### config.mk
export PLATFORM = sky130hd
export DESIGN_NAME = regfile_mp
export DESIGN_NICKNAME = d
export VERILOG_FILES = /design/src/rtl/regfile_pkg.sv /design/src/rtl/mux_n_to_1.sv /design/src/rtl/regfile_mp.sv
export SDC_FILE = /design/constraint.sdc
export NUM_CORES = 2
export LEC_CHECK = 0
export ABC_AREA = 1
export ABC_CLOCK_PERIOD_IN_PS = 3500
export CAP_MARGIN = 5
export CORE_MARGIN = 2
export CORE_UTILIZATION = 55
export DETAILED_ROUTE_END_ITERATION = 16
export PLACE_DENSITY_LB_ADDON = 0.2
export SYNTH_ARGS = -nofsm -noshare
export SYNTH_HDL_FRONTEND = slang
export SYNTH_SLANG_ARGS = --single-unit
### constraint.sdc
create_clock -name clk -period 3.5 [get_ports clk]
set_clock_uncertainty 0.1 [all_clocks]
set_input_delay 0.525 -clock clk [delete_from_list [all_inputs] [get_ports clk]]
set_output_delay 0.525 -clock clk [all_outputs]
set_load 0.02 [all_outputs]
### src/rtl/regfile_pkg.sv
// Shared definitions for the multi-port register file: sizing helpers,
// default geometry and the byte-merge used by both write and bypass paths.
package regfile_pkg;

  localparam int unsigned DefaultWidth = 32;
  localparam int unsigned DefaultDepth = 32;

  // Widest datapath the byte-merge helper handles; callers size-cast in and out.
  localparam int unsigned MaxWidth = 256;
  localparam int unsigned MaxNb    = MaxWidth / 8;

  // Ceiling log2; returns 0 for n <= 1.
  function automatic int unsigned clog2(input int unsigned n);
    int unsigned r;
    r = 0;
    while ((64'd1 << r) < 64'(n)) begin
      r++;
    end
    return r;
  endfunction

  // Byte-wise merge: bytes with strb set come from new_val, others keep old_val.
  function automatic logic [MaxWidth-1:0] merge(input logic [MaxWidth-1:0] old_val,
                                                input logic [MaxWidth-1:0] new_val,
                                                input logic [MaxNb-1:0]    strb);
    logic [MaxWidth-1:0] res;
    res = old_val;
    for (int i = 0; i < int'(MaxNb); i++) begin
      if (strb[i]) begin
        res[i*8 +: 8] = new_val[i*8 +: 8];
      end
    end
    return res;
  endfunction

endpackage

### src/rtl/mux_n_to_1.sv
// Parametrised N-input selector over a packed input bus. Any select value
// that does not name an input (sel_i >= N) yields all zeros, which the
// register file relies on for out-of-range reads.
module mux_n_to_1 #(
  parameter int unsigned WIDTH = 32,
  parameter int unsigned N     = 32,
  parameter int unsigned SEL_W = 5
) (
  input  logic [N*WIDTH-1:0] data_i,
  input  logic [SEL_W-1:0]   sel_i,
  output logic [WIDTH-1:0]   data_o
);

  // Compare-and-select per input; no match leaves the zero default.
  always_comb begin
    data_o = '0;
    for (int i = 0; i < int'(N); i++) begin
      if (sel_i == SEL_W'(i)) begin
        data_o = data_i[i*WIDTH +: WIDTH];
      end
    end
  end

endmodule

### src/rtl/regfile_mp.sv
// Multi-port register file: NUM_RD combinational read ports, one
// byte-strobed synchronous write port, optional hardwired-zero entry 0,
// optional write-to-read bypass and a committed-state-only debug port.
module regfile_mp
  import regfile_pkg::*;
#(
  parameter  int unsigned WIDTH    = DefaultWidth,
  parameter  int unsigned DEPTH    = DefaultDepth,
  parameter  int unsigned NUM_RD   = 2,
  parameter  bit          ZERO_REG = 1'b1,
  parameter  bit          BYPASS   = 1'b1,
  localparam int unsigned ADDR_W   = (clog2(DEPTH) > 0) ? clog2(DEPTH) : 1,
  localparam int unsigned NB       = WIDTH / 8
) (
  input  logic                     clk,
  input  logic                     reset_n,
  input  logic                     we,
  input  logic [ADDR_W-1:0]        waddr,
  input  logic [WIDTH-1:0]         wdata,
  input  logic [NB-1:0]            wstrb,
  input  logic [NUM_RD*ADDR_W-1:0] raddr,
  output logic [NUM_RD*WIDTH-1:0]  rdata,
  input  logic [ADDR_W-1:0]        dbg_sel,
  output logic [WIDTH-1:0]         dbg_data
);

  // One extra bit so DEPTH itself is representable when it is a power of two.
  localparam logic [ADDR_W:0] DepthCmp = DEPTH[ADDR_W:0];

  // WIDTH-sized wrapper around the package merge.
  function automatic logic [WIDTH-1:0] merge_w(input logic [WIDTH-1:0] old_val,
                                               input logic [WIDTH-1:0] new_val,
                                               input logic [NB-1:0]    strb);
    return WIDTH'(merge(MaxWidth'(old_val), MaxWidth'(new_val), MaxNb'(strb)));
  endfunction

  logic [WIDTH-1:0]       mem_q [DEPTH];
  logic [WIDTH-1:0]       mem_d [DEPTH];
  logic [DEPTH*WIDTH-1:0] mem_flat;

  logic waddr_in_range;
  logic waddr_is_zero;
  logic wr_ok;
  logic byp_en;

  // A write is dropped for out-of-range addresses and for the hardwired zero entry.
  assign waddr_in_range = ({1'b0, waddr} < DepthCmp);
  assign waddr_is_zero  = (waddr == '0);
  assign wr_ok          = we && waddr_in_range && !(ZERO_REG && waddr_is_zero);

  // Bypass is only live out of reset; reads during reset see cleared storage.
  assign byp_en = BYPASS && reset_n && wr_ok;

  // Next-state for storage: merge the strobed bytes into the addressed entry.
  always_comb begin
    mem_d = mem_q;
    for (int i = 0; i < int'(DEPTH); i++) begin
      if (wr_ok && (waddr == ADDR_W'(i))) begin
        mem_d[i] = merge_w(mem_q[i], wdata, wstrb);
      end
    end
  end

  // Storage flops; reset clears every entry without waiting for a clock edge.
  always_ff @(posedge clk or negedge reset_n) begin
    if (!reset_n) begin
      for (int i = 0; i < int'(DEPTH); i++) begin
        mem_q[i] <= '0;
      end
    end else begin
      mem_q <= mem_d;
    end
  end

  for (genvar e = 0; e < int'(DEPTH); e++) begin : g_flat
    assign mem_flat[e*WIDTH +: WIDTH] = mem_q[e];
  end

  for (genvar k = 0; k < int'(NUM_RD); k++) begin : g_rd
    logic [ADDR_W-1:0] ra;
    logic [WIDTH-1:0]  stored;
    logic [WIDTH-1:0]  rd;

    assign ra = raddr[k*ADDR_W +: ADDR_W];

    mux_n_to_1 #(
      .WIDTH(WIDTH),
      .N    (DEPTH),
      .SEL_W(ADDR_W)
    ) u_rd_mux (
      .data_i(mem_flat),
      .sel_i (ra),
      .data_o(stored)
    );

    // Read priority: zero entry, then same-cycle bypass, then stored value.
    // Out-of-range addresses already come back as zero from the selector and
    // can never match an accepted write address.
    always_comb begin
      rd = stored;
      if (ZERO_REG && (ra == '0)) begin
        rd = '0;
      end else if (byp_en && (ra == waddr)) begin
        rd = merge_w(stored, wdata, wstrb);
      end
    end

    assign rdata[k*WIDTH +: WIDTH] = rd;
  end

  logic [WIDTH-1:0] dbg_stored;

  mux_n_to_1 #(
    .WIDTH(WIDTH),
    .N    (DEPTH),
    .SEL_W(ADDR_W)
  ) u_dbg_mux (
    .data_i(mem_flat),
    .sel_i (dbg_sel),
    .data_o(dbg_stored)
  );

  // Debug port shows committed state only, so it never takes the bypass.
  always_comb begin
    dbg_data = dbg_stored;
    if (ZERO_REG && (dbg_sel == '0)) begin
      dbg_data = '0;
    end
  end

endmodule

==> impl_results.rst <==
.. list-table::
   :header-rows: 1

   * - Metric
     - Value
   * - Yosys Warn Count
     - 0
   * - Clock transition at path regs
     - 0.06 ns
   * - Clk buf depth
     - 3
   * - Via count of the first global-routing pass
     - 67.69k
   * - Nature of the critical path endpoint
     - output pin
   * - Startpoint Class
     - input pin
   * - Distinct cell type count after synthesis
     - 32
   * - Num ports
     - 155
   * - Cts bufs inserted
     - 113
   * - First-pass iteration count of the detailed router
     - 9
   * - Setup repair after global routing missed its margin
     - yes
   * - Dpl ws
     - -2.285 ns
   * - Synth area leader
     - sky130_fd_sc_hd__dfrtp_1
   * - Portion of the post-synthesis area used by sequential elements
     - 41.12%
   * - Arrival time reported for the critical path endpoint
     - 4.29 ns
   * - Final Critical Period
     - 4.912 ns
   * - Cell family with most CP delay
     - simple AND/OR/NAND/NOR gates
   * - Horizontal die dimension
     - 335.3 um
   * - Final critical-path setup slack
     - -1.412 ns
   * - Number of vias in the routed layout
     - 74.03k
   * - Post-synthesis instance area
     - 60370 um2
   * - Biggest area contributors in the synthesized netlist
     - sky130_fd_sc_hd__dfrtp_1, sky130_fd_sc_hd__nand2_1, sky130_fd_sc_hd__o21ai_0
   * - Slew of the pin with the lowest slew margin
     - 1.006 ns
   * - Via density per instance
     - 6.261
   * - Leading cell types by count after synthesis
     - sky130_fd_sc_hd__nand2_1, sky130_fd_sc_hd__o21ai_0, sky130_fd_sc_hd__nor2_1
   * - # DRC
     - 0
   * - Static Leak
     - 37.16 nW
   * - IO Port Bufs
     - 154
   * - Final count of negative-setup-slack endpoints
     - 96
   * - Die Outline Area
     - 112400 um2
   * - Maximum net fanout on the critical path
     - 4
   * - Max VDD drop
     - 0.4136 mV
   * - Area added between synthesis and finish
     - 33.64%
   * - Max frequency
     - 0.2036 GHz
   * - Synthesized net count
     - 9416
   * - Status
     - complete, but fails checks
   * - Leading register cell type out of synthesis
     - sky130_fd_sc_hd__dfrtp_1
   * - Maximum Capacitance Violations
     - 0
   * - CTS Root Cell
     - sky130_fd_sc_hd__clkbuf_16
   * - Post-Synthesis Cells
     - 9357
   * - Total overflow reported by the global router
     - 0
   * - Total chip power
     - 0.03405 W
   * - Max Transition Viols Final
     - 0
   * - Longest individual stage delay on the worst path
     - 0.23 ns
   * - Placer congestion estimate
     - 1.060
   * - Total length of routed wires
     - 293800 um
   * - Critical path class
     - input pin to output pin
   * - Final critical-path share of the clock period
     - 140.3%
   * - Required time reported for the critical path endpoint
     - 2.87 ns
   * - Most common cell in the netlist
     - sky130_fd_sc_hd__nand2_1
   * - Starting DRT DRC Count
     - 11.76k
   * - Post-DP HPWL
     - 215100 um
   * - H-tree levels
     - 3
   * - Fin util
     - 74.11%
   * - First-pass GRT wire length
     - 427400 um
   * - Highest-delay cell along the critical path
     - sky130_fd_sc_hd__nor2_2
   * - CTS tree
     - built
   * - Routed length per placed instance
     - 24.84 um
   * - Hold Fails Final Rpt
     - 0
   * - Power density normalized to cell area
     - 422.1 nW/um2
   * - Die Y
     - 335.3 um
   * - Slack of the worst reg-to-reg path
     - 2.38 ns
   * - Clock insertion delay at the later pin of the skew report
     - 0.72 ns
   * - Number of placement rows
     - 121
   * - Buffers plus inverters on the worst setup path
     - 8
   * - Share of the synthesized area in the top cell type
     - 41.12%
   * - HP Class
     - input pin to asynchronous set/reset pin
   * - Clk sink count
     - 992
   * - Average cell area after synthesis
     - 6.452 um2
   * - Fraction of synthesis flops using an asynchronous set or reset pin
     - 100.0%
   * - Largest net degree at the start of global routing
     - 151
   * - Antenna violation net count after detailed routing
     - 0
   * - Number of nets in the layout
     - 10.37k
   * - Number of antenna violations at the first check in global routing
     - 7
   * - Violations in the final reports
     - setup timing
   * - Most numerous cell on the critical path
     - sky130_fd_sc_hd__nand4_1
   * - Starting density of the core
     - 55.46%
   * - Total core area
     - 108900 um2
   * - Slew HR
     - 32.96%
   * - Number of enable flip-flop cells after synthesis
     - 0
   * - All-layer global routing usage
     - 50.43%
   * - Max FFs per register
     - 992
   * - Total of flip-flops plus latches after synthesis
     - 992
   * - Share of post-route cells with drive strength above 1
     - 23.54%
-- repair_timing --
action | 4_1_cts | 5_1_grt
gates cloned | 12 | 6
hold buffers | 1 | 0
endpoints found under the hold margin | 10 | 0
setup endpoints to repair | 96 | 96
buffers inserted | 113 | 98
pin swaps | 859 | 1043
gates resized for setup | 1322 | 480
-- logic make-up (layout without fill, tap and decap cells) --
| kind of cell | Yosys count | in the layout | synth area share (%) |
|---|---|---|---|
| flops | 992 | 992 | 41.12 |
| xor+xnor | 6 | 6 | 0.08705 |
| compound gates | 1359 | 1359 | 11.30 |
| other cells | 0 | 9 | 0 |
| buf+inv | 1273 | 2317 | 8.152 |
| simple gates | 5727 | 5728 | 39.34 |
-- layer usage --
| metal | wire length (um) | GRT usage (%) | vias up |
|---|---|---|---|
| li1 | - | - | 31961 |
| met1 | 103800 | 64.87 | 34300 |
| met2 | 121400 | 73.38 | 6089 |
| met3 | 40920 | 13.56 | 1675 |
| met4 | 27660 | 36.02 | 6 |
| met5 | 41 | 0 | - |
-- stage by stage --
step | TNS (ns) | area, um2 | cells | hold slack (ns)
floorplan | 0 | 60370 | 9357 | 0.1294
global placement | -187.82 | 71210 | 11425 | 0.3665
detailed placement | -187.95 | 71210 | 11425 | 0.3728
CTS | -88.03 | 78560 | 11746 | 0.2031
global route | -97.10 | 80650 | 11817 | 0.2456
finish | -92.02 | 80670 | 11825 | 0.2371
-- cells in the final DEF (no fill, tap or decap), drive strengths merged, types with 40 or more instances in the layout --
| master | count |
|---|---|
| or2 | 87 |
| nand4 | 605 |
| a21oi | 204 |
| clkinv | 40 |
| nor2 | 1100 |
| dfrtp | 992 |
| nand3 | 311 |
| o21ai | 1147 |
| nand2 | 3592 |
| clkbuf | 160 |
| inv | 706 |
| buf | 1347 |
-- worst min-delay path, cell delays in order --
cell                            delay [ns]
sky130_fd_sc_hd__buf_8                0.11
sky130_fd_sc_hd__dlygate4sd3_1        0.56
sky130_fd_sc_hd__buf_4                0.25
-- path summary, 6_finish.rpt --
path                                from             to  cells past startpoint
setup reg to reg            mem_flat[92]   mem_flat[92]                      5
setup / recovery                raddr[5]      rdata[58]                     26
hold reg to reg            mem_flat[748]  mem_flat[748]                      2
min in group clk           mem_flat[748]  mem_flat[748]                      2
hold / removal                   reset_n  mem_flat[557]                      3
max in group asynchronous        reset_n  mem_flat[324]                      5
-- power breakdown --
group / total [W] / internal, W / leakage (nW) / switching, W
Clock: 0.0129 / 0.00760 / 1.95 / 0.00530
Combinational: 0.00669 / 0.00246 / 22.0 / 0.00423
Sequential: 0.0145 / 0.0130 / 13.2 / 0.00150
-- cell type report --
type / count / area (um2)
fill: 8655 / 28180
antenna: 9 / 22.52
clock inverter: 53 / 698.2
multi-input combinational: 7093 / 33500
tap: 1414 / 1769
sequential: 992 / 24830
inverter: 715 / 2813
timing repair buffer: 1395 / 13810
clock buffer: 154 / 3232
Note: power is estimated with default switching activity, not from simulation.
